===== config.mk =====
export PLATFORM = sky130hd
export DESIGN_NAME = ahb_lite_master
export DESIGN_NICKNAME = d
export VERILOG_FILES = /design/src/rtl/ahb_lite_master.sv
export SDC_FILE = /design/constraint.sdc
export NUM_CORES = 1
export LEC_CHECK = 0
export ABC_AREA = 1
export ABC_CLOCK_PERIOD_IN_PS = 6500
export CAP_MARGIN = 0
export CORE_ASPECT_RATIO = 1.75
export CORE_MARGIN = 4
export CORE_UTILIZATION = 48
export CTS_BUF_LIST = sky130_fd_sc_hd__clkbuf_4
export CTS_CLUSTER_SIZE = 8
export DETAILED_ROUTE_END_ITERATION = 8
export PLACE_DENSITY = 0.81
export SYNTH_ARGS = -nofsm -noshare
export SYNTH_HDL_FRONTEND = slang
export SYNTH_SLANG_ARGS = --single-unit

===== constraint.sdc =====
create_clock -name HCLK -period 6.5 [get_ports HCLK]
set_clock_uncertainty 0.05 [all_clocks]
set_input_delay 1.3 -clock HCLK [delete_from_list [all_inputs] [get_ports HCLK]]
set_output_delay 1.3 -clock HCLK [all_outputs]
set_load 0.02 [all_outputs]

===== src/rtl/ahb_lite_master.sv =====
// Single-channel AHB-Lite initiator: takes one command at a time and runs it as a
// pipelined SINGLE/INCR/WRAP burst, streaming write data in and read data out.
module ahb_lite_master #(
  parameter int ADDR_WIDTH = 32,
  parameter int DATA_WIDTH = 32
) (
  input  logic                  HCLK,
  input  logic                  HRESETn,
  input  logic                  cmd_valid,
  output logic                  cmd_ready,
  input  logic [ADDR_WIDTH-1:0] cmd_addr,
  input  logic                  cmd_write,
  input  logic [2:0]            cmd_size,
  input  logic [2:0]            cmd_burst,
  input  logic [4:0]            cmd_len,
  input  logic [DATA_WIDTH-1:0] wdata,
  output logic                  wdata_ack,
  output logic [DATA_WIDTH-1:0] rd_data,
  output logic                  rd_valid,
  output logic                  done,
  output logic                  err,
  output logic [ADDR_WIDTH-1:0] HADDR,
  output logic [1:0]            HTRANS,
  output logic                  HWRITE,
  output logic [2:0]            HSIZE,
  output logic [2:0]            HBURST,
  output logic [3:0]            HPROT,
  output logic [DATA_WIDTH-1:0] HWDATA,
  input  logic [DATA_WIDTH-1:0] HRDATA,
  input  logic [1:0]            HRESP,
  input  logic                  HREADY
);

  typedef enum logic [2:0] {S_IDLE, S_ADDR, S_BURST, S_LAST, S_ERR2} state_t;

  localparam logic [1:0] TR_IDLE    = 2'b00;
  localparam logic [1:0] TR_NONSEQ  = 2'b10;
  localparam logic [1:0] TR_SEQ     = 2'b11;
  localparam logic [1:0] RESP_OKAY  = 2'b00;
  localparam logic [1:0] RESP_ERROR = 2'b01;

  state_t     state;
  logic [4:0] beats_left;

  // Command legality, evaluated on the raw command inputs
  logic [4:0]            cmd_beats;
  logic [10:0]           size_bits;
  logic [ADDR_WIDTH-1:0] align_mask;
  logic [11:0]           span;
  logic                  size_ok, align_ok, len_ok, cross_1k, cmd_ok;

  always_comb begin
    cmd_beats = 5'd1;
    case (cmd_burst)
      3'b000:         cmd_beats = 5'd1;
      3'b001:         cmd_beats = cmd_len;
      3'b010, 3'b011: cmd_beats = 5'd4;
      3'b100, 3'b101: cmd_beats = 5'd8;
      default:        cmd_beats = 5'd16;
    endcase
  end

  assign size_bits  = 11'd8 << cmd_size;
  assign size_ok    = int'(size_bits) <= DATA_WIDTH;
  assign align_mask = ~({ADDR_WIDTH{1'b1}} << cmd_size);
  assign align_ok   = (cmd_addr & align_mask) == '0;
  assign len_ok     = (cmd_burst != 3'b001) || ((cmd_len != 5'd0) && (cmd_len <= 5'd16));
  assign span       = {7'b0, cmd_beats} << cmd_size;
  // burst[0] set marks the incrementing types; they must stay inside one 1KB page
  assign cross_1k   = cmd_burst[0] && (({2'b0, cmd_addr[9:0]} + span) > 12'd1024);
  assign cmd_ok     = size_ok && align_ok && len_ok && !cross_1k;

  // Next beat address from the latched transfer attributes on the bus
  logic [4:0]            wrap_n;
  logic                  is_wrap;
  logic [ADDR_WIDTH-1:0] step, incr_addr, wrap_mask, next_addr;

  always_comb begin
    wrap_n = 5'd1;
    case (HBURST[2:1])
      2'b01:   wrap_n = 5'd4;
      2'b10:   wrap_n = 5'd8;
      2'b11:   wrap_n = 5'd16;
      default: wrap_n = 5'd1;
    endcase
  end

  assign is_wrap   = !HBURST[0] && (HBURST != 3'b000);
  assign step      = {{(ADDR_WIDTH-1){1'b0}}, 1'b1} << HSIZE;
  assign incr_addr = HADDR + step;
  assign wrap_mask = ({{(ADDR_WIDTH-5){1'b0}}, wrap_n} << HSIZE) - {{(ADDR_WIDTH-1){1'b0}}, 1'b1};
  assign next_addr = is_wrap ? ((HADDR & ~wrap_mask) | (incr_addr & wrap_mask)) : incr_addr;

  assign cmd_ready = (state == S_IDLE);
  assign wdata_ack = HTRANS[1] && HWRITE && HREADY;
  assign HPROT     = 4'b0011;

  always_ff @(posedge HCLK or negedge HRESETn) begin
    if (!HRESETn) begin
      state      <= S_IDLE;
      beats_left <= '0;
      HADDR      <= '0;
      HTRANS     <= TR_IDLE;
      HWRITE     <= 1'b0;
      HSIZE      <= '0;
      HBURST     <= '0;
      HWDATA     <= '0;
      rd_data    <= '0;
      rd_valid   <= 1'b0;
      done       <= 1'b0;
      err        <= 1'b0;
    end else begin
      rd_valid <= 1'b0;
      done     <= 1'b0;
      err      <= 1'b0;
      case (state)
        S_IDLE: begin
          if (cmd_valid) begin
            if (!cmd_ok) begin
              done <= 1'b1;
              err  <= 1'b1;
            end else begin
              HADDR      <= cmd_addr;
              HTRANS     <= TR_NONSEQ;
              HWRITE     <= cmd_write;
              HSIZE      <= cmd_size;
              HBURST     <= cmd_burst;
              beats_left <= cmd_beats;
              state      <= S_ADDR;
            end
          end
        end
        S_ADDR, S_BURST: begin
          if (state == S_BURST && HRESP == RESP_ERROR && !HREADY) begin
            HTRANS <= TR_IDLE;
            state  <= S_ERR2;
          end else if (HREADY) begin
            // S_BURST also closes the previous beat's data phase on this edge
            if (state == S_BURST && !HWRITE && HRESP == RESP_OKAY) begin
              rd_data  <= HRDATA;
              rd_valid <= 1'b1;
            end
            if (HWRITE) HWDATA <= wdata;
            if (beats_left == 5'd1) begin
              HTRANS <= TR_IDLE;
              state  <= S_LAST;
            end else begin
              HADDR      <= next_addr;
              HTRANS     <= TR_SEQ;
              beats_left <= beats_left - 5'd1;
              state      <= S_BURST;
            end
          end
        end
        S_LAST: begin
          if (HRESP == RESP_ERROR && !HREADY) begin
            state <= S_ERR2;
          end else if (HREADY) begin
            if (!HWRITE && HRESP == RESP_OKAY) begin
              rd_data  <= HRDATA;
              rd_valid <= 1'b1;
            end
            done  <= 1'b1;
            state <= S_IDLE;
          end
        end
        S_ERR2: begin
          if (HREADY) begin
            done  <= 1'b1;
            err   <= 1'b1;
            state <= S_IDLE;
          end
        end
        default: state <= S_IDLE;
      endcase
    end
  end

endmodule


# [Word level (Yosys, flattened, before mapping)]
# Index checks and enable logic that the tools add are counted.
[op_classes] muxes=49 magnitude_cmp=3 addsub=4 n_shift=5 eq_ne=25 n_bitwise=7 n_reduce_logical=36
[ops] op="$mux W32" n=12
[ops] op="$pmux W32 S2" n=2
[ops] op="$and A32 B32 Y32" n=3
[ops] op="$not A32 Y32" n=2
[ops] op="$add A32 B32 Y32" n=1
[ops] op="$logic_not A32 Y1" n=1
[ops] op="$or A32 B32 Y32" n=1
[ops] op="$shl A1 B3 Y32 const A" n=1
[ops] op="$shl A32 B3 Y32 const A" n=1
[ops] op="$shl A5 B3 Y32" n=1
[ops] op="$sub A32 B1 Y32 const B" n=1
[ops] op="$mux W5" n=5
[ops] op="$pmux W5 S4" n=1
[ops] op="$mux W3" n=6
[ops] op="$ne A2 B2 Y1 const B" n=8
[ops] op="$pmux W5 S3" n=1
[ops] op="$logic_and A1 B1 Y1" n=14
[ops] op="$add A10 B12 Y12" n=1
[ops] op="$eq A3 B2 Y1 const B" n=4
[ops] op="$gt A12 B11 Y1 const B" n=1
[ops] op="$pmux W3 S4" n=1
[ops] op="$shl A5 B3 Y12" n=1
[ops] op="$le A11 B6 Y1 const B" n=1
[ops] op="$mux W1" n=11
[ops] op="other kinds (29)" n=48
[word_totals] inputBits=114 reg_bits=116 word_cells=141 out_inout_bits=114

# [Logic depth before layout (Yosys ltp)]
# Gate-level depths: netlist of run 1.
[logic_depth] depth_word=12 mapped_depth=31 ltp_nobuf=30

# [Worst setup path before layout of run 1]
# No wires, ideal clock.
[synth_timing] path_kind="input port to flip-flop" from="in cmd_burst[1]" to="reg with a tool-made name" setup_time_ps=118 path_slack_ps=2511 path_stages=28 arrival_ps=3821 required_time_ps=6332 n_path_buf=1 path_cell_list="nor2_1 inv_2 nor2_4 inv_1 nor2_1 nand2_1 o21ai_0 inv_1 nor2_1 nand2_1 fa_1 inv_1 nand3_1 nand2_1 nand2_1 nand3_1 nand2_1 nor2_1 nand4_1 nand2_1 nand2_1 nand2_1 nand2_2 nand2_4 nand3_4 buf_6 nand2_1 nand2_1"
[synth_rtl] item="start, declared" line="14" rtl="input logic [2:0] cmd_burst,"

==> flow_summary.html, run 1 <==
<table>
<tr><th>Metric</th><th>Value</th></tr>
<tr><th colspan="2">Final layout</th></tr>
<tr><td>Non-Filler Instances</td><td>~1500</td></tr>
<tr><td>Number of nets at the end of the flow</td><td>roughly 1400</td></tr>
<tr><td>Number of fillers in the final layout</td><td>around 1400</td></tr>
<tr><td>Layout overhead on the synthesized area</td><td>33.1%</td></tr>
<tr><td>Post-route cell area</td><td>a little over 10000 um2</td></tr>
<tr><td>Sequential cell area in the final layout</td><td>~2900 um2</td></tr>
<tr><td>Multi-input gate area</td><td>between 4000 and 5000 um2</td></tr>
<tr><td>Fraction of layout instances using a drive strength above 1</td><td>under 10%</td></tr>
<tr><th colspan="2">Setup path</th></tr>
<tr><td>Worst flop-to-flop path endpoint</td><td>HWDATA[7]</td></tr>
<tr><td>Crit Path Max Fanout</td><td>53</td></tr>
<tr><td>List of cells traversed by the critical path</td><td>clkdlybuf4s50_1, inv_2, nor2_4, inv_1, o22ai_1, nand2_1, o21ai_0, o21ai_0, o21ai_0, ha_1, a21oi_2, inv_1, a21oi_1, nand3b_1, nand2_1, nand4_1, nand2_1, nand2_1, nand2_1, nand2_2, nand2_4, nand3_4, nand2_1, nand2_1</td></tr>
<tr><td>Sort of element at the start of the critical path</td><td>input pin</td></tr>
<tr><td>Most Frequent Cell on Critical Path</td><td>sky130_fd_sc_hd__nand2_1</td></tr>
<tr><td>Reg2reg setup slack</td><td>about 3.0 ns</td></tr>
<tr><td>Start-to-end type of the worst setup path</td><td>in -&gt; reg</td></tr>
<tr><td>Data arrival, critical path</td><td>~5.5 ns</td></tr>
<tr><td>Path depth of the worst reg2reg path</td><td>7</td></tr>
<tr><td>CP max stage delay</td><td>between 0.5 and 0.6 ns</td></tr>
<tr><td>Required time at the worst-slack endpoint</td><td>between 6 and 7 ns</td></tr>
<tr><td>Library cell contributing the largest single delay on the critical path</td><td>sky130_fd_sc_hd__clkdlybuf4s50_1</td></tr>
<tr><td>Type of element capturing the critical path</td><td>register</td></tr>
<tr><td>R2R Path Start</td><td>state[1]</td></tr>
<tr><th colspan="2">Power and ir drop</th></tr>
<tr><td>Power Density</td><td>about 470 nW/um2</td></tr>
<tr><td>Largest voltage drop on the vdd net</td><td>approximately 0.25 mV</td></tr>
<tr><td>Leakage power figure</td><td>around 5.0 nW</td></tr>
<tr><th colspan="2">Min path</th></tr>
<tr><td>Hold endpoint</td><td>rd_data[3]</td></tr>
<tr><td>Cell count of the worst hold path</td><td>2</td></tr>
<tr><td>Startpoint of the worst hold path</td><td>rd_data[3]</td></tr>
<tr><td>Worst min-delay path class</td><td>reg -&gt; reg</td></tr>
<tr><th colspan="2">Synthesis</th></tr>
<tr><td>Syn Area/Cell</td><td>between 7 and 8 um2</td></tr>
<tr><td>Most frequent cells after synthesis</td><td>sky130_fd_sc_hd__nand2_1, sky130_fd_sc_hd__dfrtp_1, sky130_fd_sc_hd__inv_1, sky130_fd_sc_hd__nand3_1, sky130_fd_sc_hd__nor2_1</td></tr>
<tr><td>Mapped Cells</td><td>between 1000 and 1500</td></tr>
<tr><td>Asr flop ratio synth</td><td>100%</td></tr>
<tr><td>Count of flip-flops with a built-in enable after synthesis</td><td>0</td></tr>
<tr><td>Sequential fraction of the synthesis area</td><td>a little under two fifths</td></tr>
<tr><td>Area share of the leading cell type in the synthesized netlist</td><td>between 30% and 40%</td></tr>
<tr><td>Number of library cell types mapped by synthesis</td><td>47</td></tr>
<tr><td>Primary FF master, synth</td><td>sky130_fd_sc_hd__dfrtp_1</td></tr>
<tr><td>Library cell occupying the most area in the post-synthesis netlist</td><td>sky130_fd_sc_hd__dfrtp_1</td></tr>
<tr><td>Most numerous cell in the Yosys netlist</td><td>sky130_fd_sc_hd__nand2_1</td></tr>
<tr><td>Post-Synthesis Cell Area</td><td>7710 um2</td></tr>
<tr><td>FF+latch count, synth</td><td>116</td></tr>
<tr><td>Most area-consuming cells after synthesis</td><td>sky130_fd_sc_hd__dfrtp_1, sky130_fd_sc_hd__nand2_1, sky130_fd_sc_hd__nand3_1</td></tr>
<tr><td>Warnings, synthesis</td><td>0</td></tr>
<tr><th colspan="2">Floorplanning</th></tr>
<tr><td>Placement Rows</td><td>61</td></tr>
<tr><td>Io pins</td><td>between 200 and 250</td></tr>
<tr><td>Initial core utilization</td><td>48.6%</td></tr>
<tr><td>DIE WIDTH</td><td>104 um</td></tr>
<tr><td>Total Die Area</td><td>approximately 18000 um2</td></tr>
<tr><td>Die H</td><td>176 um</td></tr>
<tr><td>CORE AREA</td><td>about 16000 um2</td></tr>
<tr><th colspan="2">STA</th></tr>
<tr><td>Worst max-slew margin expressed relative to the limit</td><td>28.9%</td></tr>
<tr><td>Endpoints failing setup</td><td>0</td></tr>
<tr><td>RSZ-0062 raised after global routing</td><td>false</td></tr>
<tr><td>Slew @ Worst Pin</td><td>between 1 and 1.5 ns</td></tr>
<tr><td>Hold violation count in the final report</td><td>0</td></tr>
<tr><td>Worst-case setup margin in the final layout</td><td>between 1 and 1.5 ns</td></tr>
<tr><td>Fmax</td><td>approximately 200 MHz</td></tr>
<tr><td>Aggregate negative setup slack</td><td>0 ns</td></tr>
<tr><td>Final critical-path required period</td><td>5.11 ns</td></tr>
<tr><td>Post-route fraction of the period consumed by the critical path</td><td>78.6%</td></tr>
<tr><td>Max-slew violations</td><td>0</td></tr>
<tr><th colspan="2">Place</th></tr>
<tr><td>Number of buffers added on ports</td><td>roughly 220</td></tr>
<tr><td>Routability congestion estimate from global placement</td><td>between 0.9 and 1</td></tr>
<tr><td>Post-Place Cell Area</td><td>roughly 10000 um2</td></tr>
<tr><td>Dpl cells</td><td>about 1500</td></tr>
<tr><td>Pre-CTS worst setup slack</td><td>about 0.88 ns</td></tr>
<tr><td>Half-perimeter wire length after detailed placement</td><td>approximately 19000 um</td></tr>
<tr><th colspan="2">GRT</th></tr>
<tr><td>Antenna violations before repair</td><td>1</td></tr>
<tr><td>First-pass GRT wire length</td><td>38800 um</td></tr>
<tr><td>Leftover overflow at the end of global routing</td><td>0</td></tr>
<tr><td>Via count of the first global-routing pass</td><td>~8000</td></tr>
<tr><td>Overall routing resource usage</td><td>a little over a quarter</td></tr>
<tr><td>Maximum number of pins on one net before global-route repair</td><td>slightly above 70</td></tr>
<tr><th colspan="2">Status</th></tr>
<tr><td>Run status</td><td>finished, final reports clean</td></tr>
<tr><th colspan="2">Routing</th></tr>
<tr><td>Detailed Route Iter0 Violations</td><td>414</td></tr>
<tr><td>Routed wire length</td><td>about 24000 um</td></tr>
<tr><td>Number of nets still failing antenna checks after routing</td><td>0</td></tr>
<tr><td>DRC errors left</td><td>0</td></tr>
<tr><td>Via count</td><td>between 7000 and 8000</td></tr>
<tr><td>Average wire length per cell after detail routing</td><td>around 16 um</td></tr>
<tr><td>Drt first pass iters</td><td>6</td></tr>
<tr><td>Vias per cell</td><td>between 5 and 6</td></tr>
<tr><th colspan="2">CTS</th></tr>
<tr><td>Postcts setup bufs</td><td>0</td></tr>
<tr><td>CTS clk-pin slew, worst paths</td><td>0.11 ns</td></tr>
<tr><td>Clock Path Buffers</td><td>2</td></tr>
<tr><td>Insertion delay of the later-clocked pin in the worst-skew pair</td><td>0.53 ns</td></tr>
<tr><td>Sinks on Clock Net</td><td>116</td></tr>
<tr><td>Inserted Clock Buffers</td><td>17</td></tr>
<tr><td>H-Tree Depth</td><td>4</td></tr>
<tr><td>Post-CTS Resized</td><td>0</td></tr>
<tr><td>CTS tree</td><td>yes</td></tr>
<tr><td>Cell chosen for the clock root</td><td>sky130_fd_sc_hd__clkbuf_4</td></tr>
<tr><td>Post-cts hold buffer count</td><td>0</td></tr>
<tr><th colspan="2">Run</th></tr>
<tr><td>Number of max-cap violations</td><td>0</td></tr>
</table>
[routing by layer]
| layer | global-route usage (%) | vias up | wire length (um) |
|---|---|---|---|
| met5 | 0 | - | 0 |
| met4 | 13.4 | 0 | 1280 |
| met3 | 4.97 | 87 | 1170 |
| met2 | 48.5 | 296 | 12700 |
| met1 | 28.2 | 3636 | 9100 |
| li1 | - | 3920 | - |
[layout by cell type (no fill, tap or decap), types with 7 or more instances in the layout]
cell and n:
sky130_fd_sc_hd__a21oi_1 18, sky130_fd_sc_hd__clkbuf_4 18, sky130_fd_sc_hd__clkdlybuf4s50_1 222, sky130_fd_sc_hd__dfrtp_1 116
sky130_fd_sc_hd__ha_1 22, sky130_fd_sc_hd__inv_1 92, sky130_fd_sc_hd__inv_2 12, sky130_fd_sc_hd__mux2_2 32
sky130_fd_sc_hd__nand2_1 408, sky130_fd_sc_hd__nand3_1 86, sky130_fd_sc_hd__nand4_1 48, sky130_fd_sc_hd__nor2_1 61
sky130_fd_sc_hd__nor3_1 16, sky130_fd_sc_hd__o21ai_0 44, sky130_fd_sc_hd__o21ai_1 7, sky130_fd_sc_hd__xnor2_1 10
sky130_fd_sc_hd__xor2_1 20
[worst max-delay path by stage]
stage | from | end | slack, ns | depth (start not counted)
6_report | cmd_burst[0] | register | 1.39 | 24
3_3_place_gp | cmd_burst[2] | register | 0.99 | 29
5_1_grt | cmd_burst[2] | register | 0.90 | 25
3_5_place_dp | cmd_burst[0] | register | 0.88 | 26
4_1_cts | cmd_burst[0] | register | 1.45 | 26
2_1_floorplan | cmd_burst[1] | register | 2.51 | 28
[cell families (layout without fill, tap and decap cells)]
family                   Yosys count  after routing  synth area share, %
multiplexers                      35             35                 5.06
AND/OR/NAND/NOR                  638            638                 35.3
AO/OA/AOI/OAI                     88             88                 6.42
XOR/XNOR                          30             30                 3.41
flip-flops                       116            116                 37.6
other                              2              5               0.0974
buffers and inverters            149            367                 7.96
adder cells (fa/ha/maj)           24             24                 4.09
[report_power, final]
group / leakage, nW / switching, mW / internal [mW]
clock network: 0.123 / 0.342 / 0.167
logic: 3.47 / 1.77 / 1.20
registers: 1.45 / 0.300 / 1.05
[worst max-delay path: cells and delay by family]
family	cells	cell delay, ns
buffers and inverters	4	0.74
AOI/OAI and AO/OA	6	1.24
and+or+nand+nor	13	1.81
adders and majority gates	1	0.35
[cell type report]
type | instances | share of cell area (%)
antenna | 1 | 0.0244
clock buffer | 18 | 1.32
clock inverter | 14 | 1.17
inverter | 107 | 3.91
multi-input combinational | 819 | 40.9
sequential | 116 | 28.3
tap | 189 | 2.30
timing repair buffer | 228 | 22.1
[metrics by stage]
stage	utilization [%]	total power, mW	hold WS, ns
4_1_cts	64.7	4.84	0.443
3_5_place_dp	63.1	4.33	0.414
2_1_floorplan	-	3.19	0.409
6_report	64.7	4.83	0.439
3_3_place_gp	63.1	4.26	0.411
5_1_grt	64.7	5.20	0.461
Note: power is estimated with default switching activity, not from simulation.
==> inputs of run 2 (changes only) <==
--- a/config.mk
+++ b/config.mk
@@ -6,15 +6,15 @@
 export NUM_CORES = 1
 export LEC_CHECK = 0
 export ABC_AREA = 1
-export ABC_CLOCK_PERIOD_IN_PS = 6500
+export ABC_CLOCK_PERIOD_IN_PS = 4500
 export CAP_MARGIN = 0
 export CORE_ASPECT_RATIO = 1.75
 export CORE_MARGIN = 4
-export CORE_UTILIZATION = 48
+export CORE_UTILIZATION = 45
 export CTS_BUF_LIST = sky130_fd_sc_hd__clkbuf_4
 export CTS_CLUSTER_SIZE = 8
 export DETAILED_ROUTE_END_ITERATION = 8
-export PLACE_DENSITY = 0.81
+export PLACE_DENSITY = 0.8
 export SYNTH_ARGS = -nofsm -noshare
 export SYNTH_HDL_FRONTEND = slang
 export SYNTH_SLANG_ARGS = --single-unit
==> constraint.sdc (replaced) <==
create_clock -name HCLK -period 4.5 [get_ports HCLK]
set_clock_uncertainty 0.05 [all_clocks]
set_input_delay 0.9 -clock HCLK [delete_from_list [all_inputs] [get_ports HCLK]]
set_output_delay 0.9 -clock HCLK [all_outputs]
set_load 0.02 [all_outputs]
==> run 2 against run 1 <==
Combinational power up 48%; total power up 47%; wire length up 1.1%; register-to-register slack worse by 2.0 ns.
==> flow_summary.html, run 2 (same netlist as run 1, synthesis figures left out) <==
<table>
<tr><th>Metric</th><th>Value</th></tr>
<tr><th colspan="2">Status</th></tr>
<tr><td>Run status</td><td>finished, final reports clean (unchanged)</td></tr>
<tr><th colspan="2">GRT</th></tr>
<tr><td>Via count of the first global-routing pass</td><td>8178 (was 7852)</td></tr>
<tr><td>Overall routing resource usage</td><td>25.5% (was 26.2%)</td></tr>
<tr><td>Maximum number of pins on one net before global-route repair</td><td>73 (was 72)</td></tr>
<tr><td>Leftover overflow at the end of global routing</td><td>0 (unchanged)</td></tr>
<tr><td>Antenna violations before repair</td><td>2 (was 1)</td></tr>
<tr><td>First-pass GRT wire length</td><td>39600 um (was 38800 um)</td></tr>
<tr><th colspan="2">Setup path</th></tr>
<tr><td>Crit Path Max Fanout</td><td>19 (was 53)</td></tr>
<tr><td>Most Frequent Cell on Critical Path</td><td>sky130_fd_sc_hd__nand2_1 (unchanged)</td></tr>
<tr><td>Type of element capturing the critical path</td><td>register (unchanged)</td></tr>
<tr><td>CP max stage delay</td><td>0.42 ns (was 0.54 ns)</td></tr>
<tr><td>Sort of element at the start of the critical path</td><td>input pin (unchanged)</td></tr>
<tr><td>Start-to-end type of the worst setup path</td><td>in -&gt; reg (unchanged)</td></tr>
<tr><td>Library cell contributing the largest single delay on the critical path</td><td>sky130_fd_sc_hd__clkdlybuf4s50_1 (unchanged)</td></tr>
<tr><td>Required time at the worst-slack endpoint</td><td>4.86 ns (was 6.87 ns)</td></tr>
<tr><td>Data arrival, critical path</td><td>4.45 ns (was 5.48 ns)</td></tr>
<tr><th colspan="2">Final layout</th></tr>
<tr><td>Post-route cell area</td><td>10600 um2 (was 10300 um2)</td></tr>
<tr><td>Number of fillers in the final layout</td><td>1514 (was 1440)</td></tr>
<tr><td>Share of the core filled with cells in the final layout</td><td>62.9% (was 64.7%)</td></tr>
<tr><td>Most used cells in the layout excluding fill and tap cells</td><td>sky130_fd_sc_hd__nand2_1, sky130_fd_sc_hd__clkdlybuf4s50_1, sky130_fd_sc_hd__dfrtp_1 (unchanged)</td></tr>
<tr><td>Number of nets at the end of the flow</td><td>1462 (was 1427)</td></tr>
<tr><td>Fraction of layout instances using a drive strength above 1</td><td>9.95% (was 7.45%)</td></tr>
<tr><td>Layout overhead on the synthesized area</td><td>37.6% (was 33.1%)</td></tr>
<tr><td>Leading cell type in the layout, fill and taps excluded</td><td>sky130_fd_sc_hd__nand2_1 (unchanged)</td></tr>
<tr><th colspan="2">Floorplanning</th></tr>
<tr><td>Placement Rows</td><td>63 (was 61)</td></tr>
<tr><td>Initial core utilization</td><td>45.7% (was 48.6%)</td></tr>
<tr><td>Total Die Area</td><td>19400 um2 (was 18200 um2)</td></tr>
<tr><td>DIE WIDTH</td><td>107 um (was 104 um)</td></tr>
<tr><td>Die H</td><td>181 um (was 176 um)</td></tr>
<tr><td>Io pins</td><td>228 (unchanged)</td></tr>
<tr><td>CORE AREA</td><td>16900 um2 (was 15900 um2)</td></tr>
<tr><th colspan="2">Place</th></tr>
<tr><td>Post-Place Cell Area</td><td>10300 um2 (was 10000 um2)</td></tr>
<tr><td>Routability congestion estimate from global placement</td><td>0.971 (was 0.968)</td></tr>
<tr><td>Half-perimeter wire length after detailed placement</td><td>19400 um (was 18600 um)</td></tr>
<tr><td>Number of buffers added on ports</td><td>223 (unchanged)</td></tr>
<tr><th colspan="2">Routing</th></tr>
<tr><td>DRC errors left</td><td>0 (unchanged)</td></tr>
<tr><td>Drt first pass iters</td><td>7 (was 6)</td></tr>
<tr><td>Number of nets still failing antenna checks after routing</td><td>0 (unchanged)</td></tr>
<tr><td>Routed wire length</td><td>24500 um (was 24300 um)</td></tr>
<tr><td>Average wire length per cell after detail routing</td><td>15.7 um (was 16.3 um)</td></tr>
<tr><td>Detailed Route Iter0 Violations</td><td>464 (was 414)</td></tr>
<tr><td>Via count</td><td>8176 (was 7939)</td></tr>
<tr><td>Vias per cell</td><td>5.22 (was 5.32)</td></tr>
<tr><th colspan="2">Power and ir drop</th></tr>
<tr><td>Overall power consumption</td><td>7.13 mW (was 4.83 mW)</td></tr>
<tr><td>Net switching power</td><td>3.48 mW (was 2.41 mW)</td></tr>
<tr><td>Logic gate share of total power</td><td>61.7% (was 61.5%)</td></tr>
<tr><td>Largest voltage drop on the vdd net</td><td>0.348 mV (was 0.254 mV)</td></tr>
<tr><td>Leakage power figure</td><td>5.24 nW (was 5.04 nW)</td></tr>
<tr><td>Switching portion of total power</td><td>48.9% (was 49.8%)</td></tr>
<tr><td>Sequential fraction of design power</td><td>27.4% (was 28.0%)</td></tr>
<tr><td>Fraction of power consumed by the clock network</td><td>10.9% (was 10.5%)</td></tr>
<tr><td>Internal Dissipation</td><td>3.64 mW (was 2.43 mW)</td></tr>
<tr><td>Power Density</td><td>671 nW/um2 (was 471 nW/um2)</td></tr>
<tr><th colspan="2">CTS</th></tr>
<tr><td>CTS tree</td><td>yes (unchanged)</td></tr>
<tr><td>CTS clk-pin slew, worst paths</td><td>0.13 ns (was 0.11 ns)</td></tr>
<tr><td>Insertion delay of the later-clocked pin in the worst-skew pair</td><td>0.53 ns (about the same)</td></tr>
<tr><td>Clock Path Buffers</td><td>2 (unchanged)</td></tr>
<tr><td>Post-cts hold buffer count</td><td>0 (unchanged)</td></tr>
<tr><td>Cell chosen for the clock root</td><td>sky130_fd_sc_hd__clkbuf_4 (unchanged)</td></tr>
<tr><td>Post-CTS Resized</td><td>0 (unchanged)</td></tr>
<tr><td>Inserted Clock Buffers</td><td>17 (unchanged)</td></tr>
<tr><td>Postcts setup bufs</td><td>0 (unchanged)</td></tr>
<tr><td>Sinks on Clock Net</td><td>116 (unchanged)</td></tr>
<tr><td>H-Tree Depth</td><td>4 (unchanged)</td></tr>
<tr><th colspan="2">STA</th></tr>
<tr><td>Final critical-path required period</td><td>between 4 and 5 ns</td></tr>
<tr><td>Post-route fraction of the period consumed by the critical path</td><td>between 90% and 100%</td></tr>
<tr><td>Worst max-slew margin expressed relative to the limit</td><td>36.7% (was 28.9%)</td></tr>
<tr><td>Endpoints failing setup</td><td>0 (unchanged)</td></tr>
<tr><td>Worst hold slack after final layout</td><td>0.444 ns (was 0.439 ns)</td></tr>
<tr><td>Hold violation count in the final report</td><td>0 (unchanged)</td></tr>
<tr><td>Slew @ Worst Pin</td><td>0.950 ns (was 1.06 ns)</td></tr>
<tr><td>RSZ-0062 raised after global routing</td><td>false (unchanged)</td></tr>
<tr><td>Fmax</td><td>245 MHz</td></tr>
<tr><td>Max-slew violations</td><td>0 (unchanged)</td></tr>
<tr><th colspan="2">Run</th></tr>
<tr><td>Number of max-cap violations</td><td>0 (unchanged)</td></tr>
<tr><th colspan="2">Min path</th></tr>
<tr><td>Worst min-delay path class</td><td>in -&gt; async (was reg -&gt; reg)</td></tr>
</table>
## run 2: path summary, 6_finish.rpt
check / startpoint / endpoint / slack (ns) / depth (start not counted)
worst max register to register: HSIZE[0] / register / 0.96 / 20
max in group asynchronous: HRESETn / async pin / 3.04 / 2
worst min register to register: rd_data[3] / rd_data[3] / 0.44 / 2
min in group HCLK: rd_data[3] / rd_data[3] / 0.44 / 2
worst min-delay path: HRESETn / rd_data[21] / 0.44 / 1
worst max-delay path: cmd_burst[1] / register / 0.41 / 27
## run 2: power groups by stage
stage          Combinational, mW  Clock [mW]  Sequential, mW
6_report                    4.40       0.775            1.95
2_1_floorplan               2.20           0            2.41
4_1_cts                     4.40       0.798            1.95
3_3_place_gp                4.30           0            1.96
3_5_place_dp                4.38           0            1.97
5_1_grt                     4.82       0.837            2.02
## run 2: critical path, delay by kind of cell
family,cells,cell delay [ns]
buffers and inverters,4,0.66
AO/OA/AOI/OAI,4,0.66
adder cells (fa/ha/maj),1,0.33
AND/OR/NAND/NOR,18,1.89
## run 2: per-layer routing
layer	routed length (um)	up-vias	GRT usage (%)
li1	-	4000	-
met1	8740	3780	26.8
met2	13300	312	47.1
met3	1400	84	4.50
met5	0	-	0
met4	1100	0	13.6
## run 2: stage by stage
step | worst slack (ns) | std cells | setup TNS [ns]
floorplan | 0.911 | 1084 | 0
global placement | -0.0829 | 1532 | -2.03
detailed placement | -0.124 | 1532 | -3.40
finish | 0.412 | 1566 | 0
global route | 0.0639 | 1566 | 0
CTS | 0.442 | 1564 | 0
## run 2: area by class of cell
class	instances	area, um2	share of cell area [%]
Antenna cell	2	5.00	0.0471
Clock buffer	17	128	1.20
Clock inverter	15	148	1.39
Inverter	107	402	3.78
Multi-Input combinational cell	819	4210	39.6
Sequential cell	116	2900	27.3
Tap cell	227	284	2.67
Timing Repair Buffer	263	2540	23.9
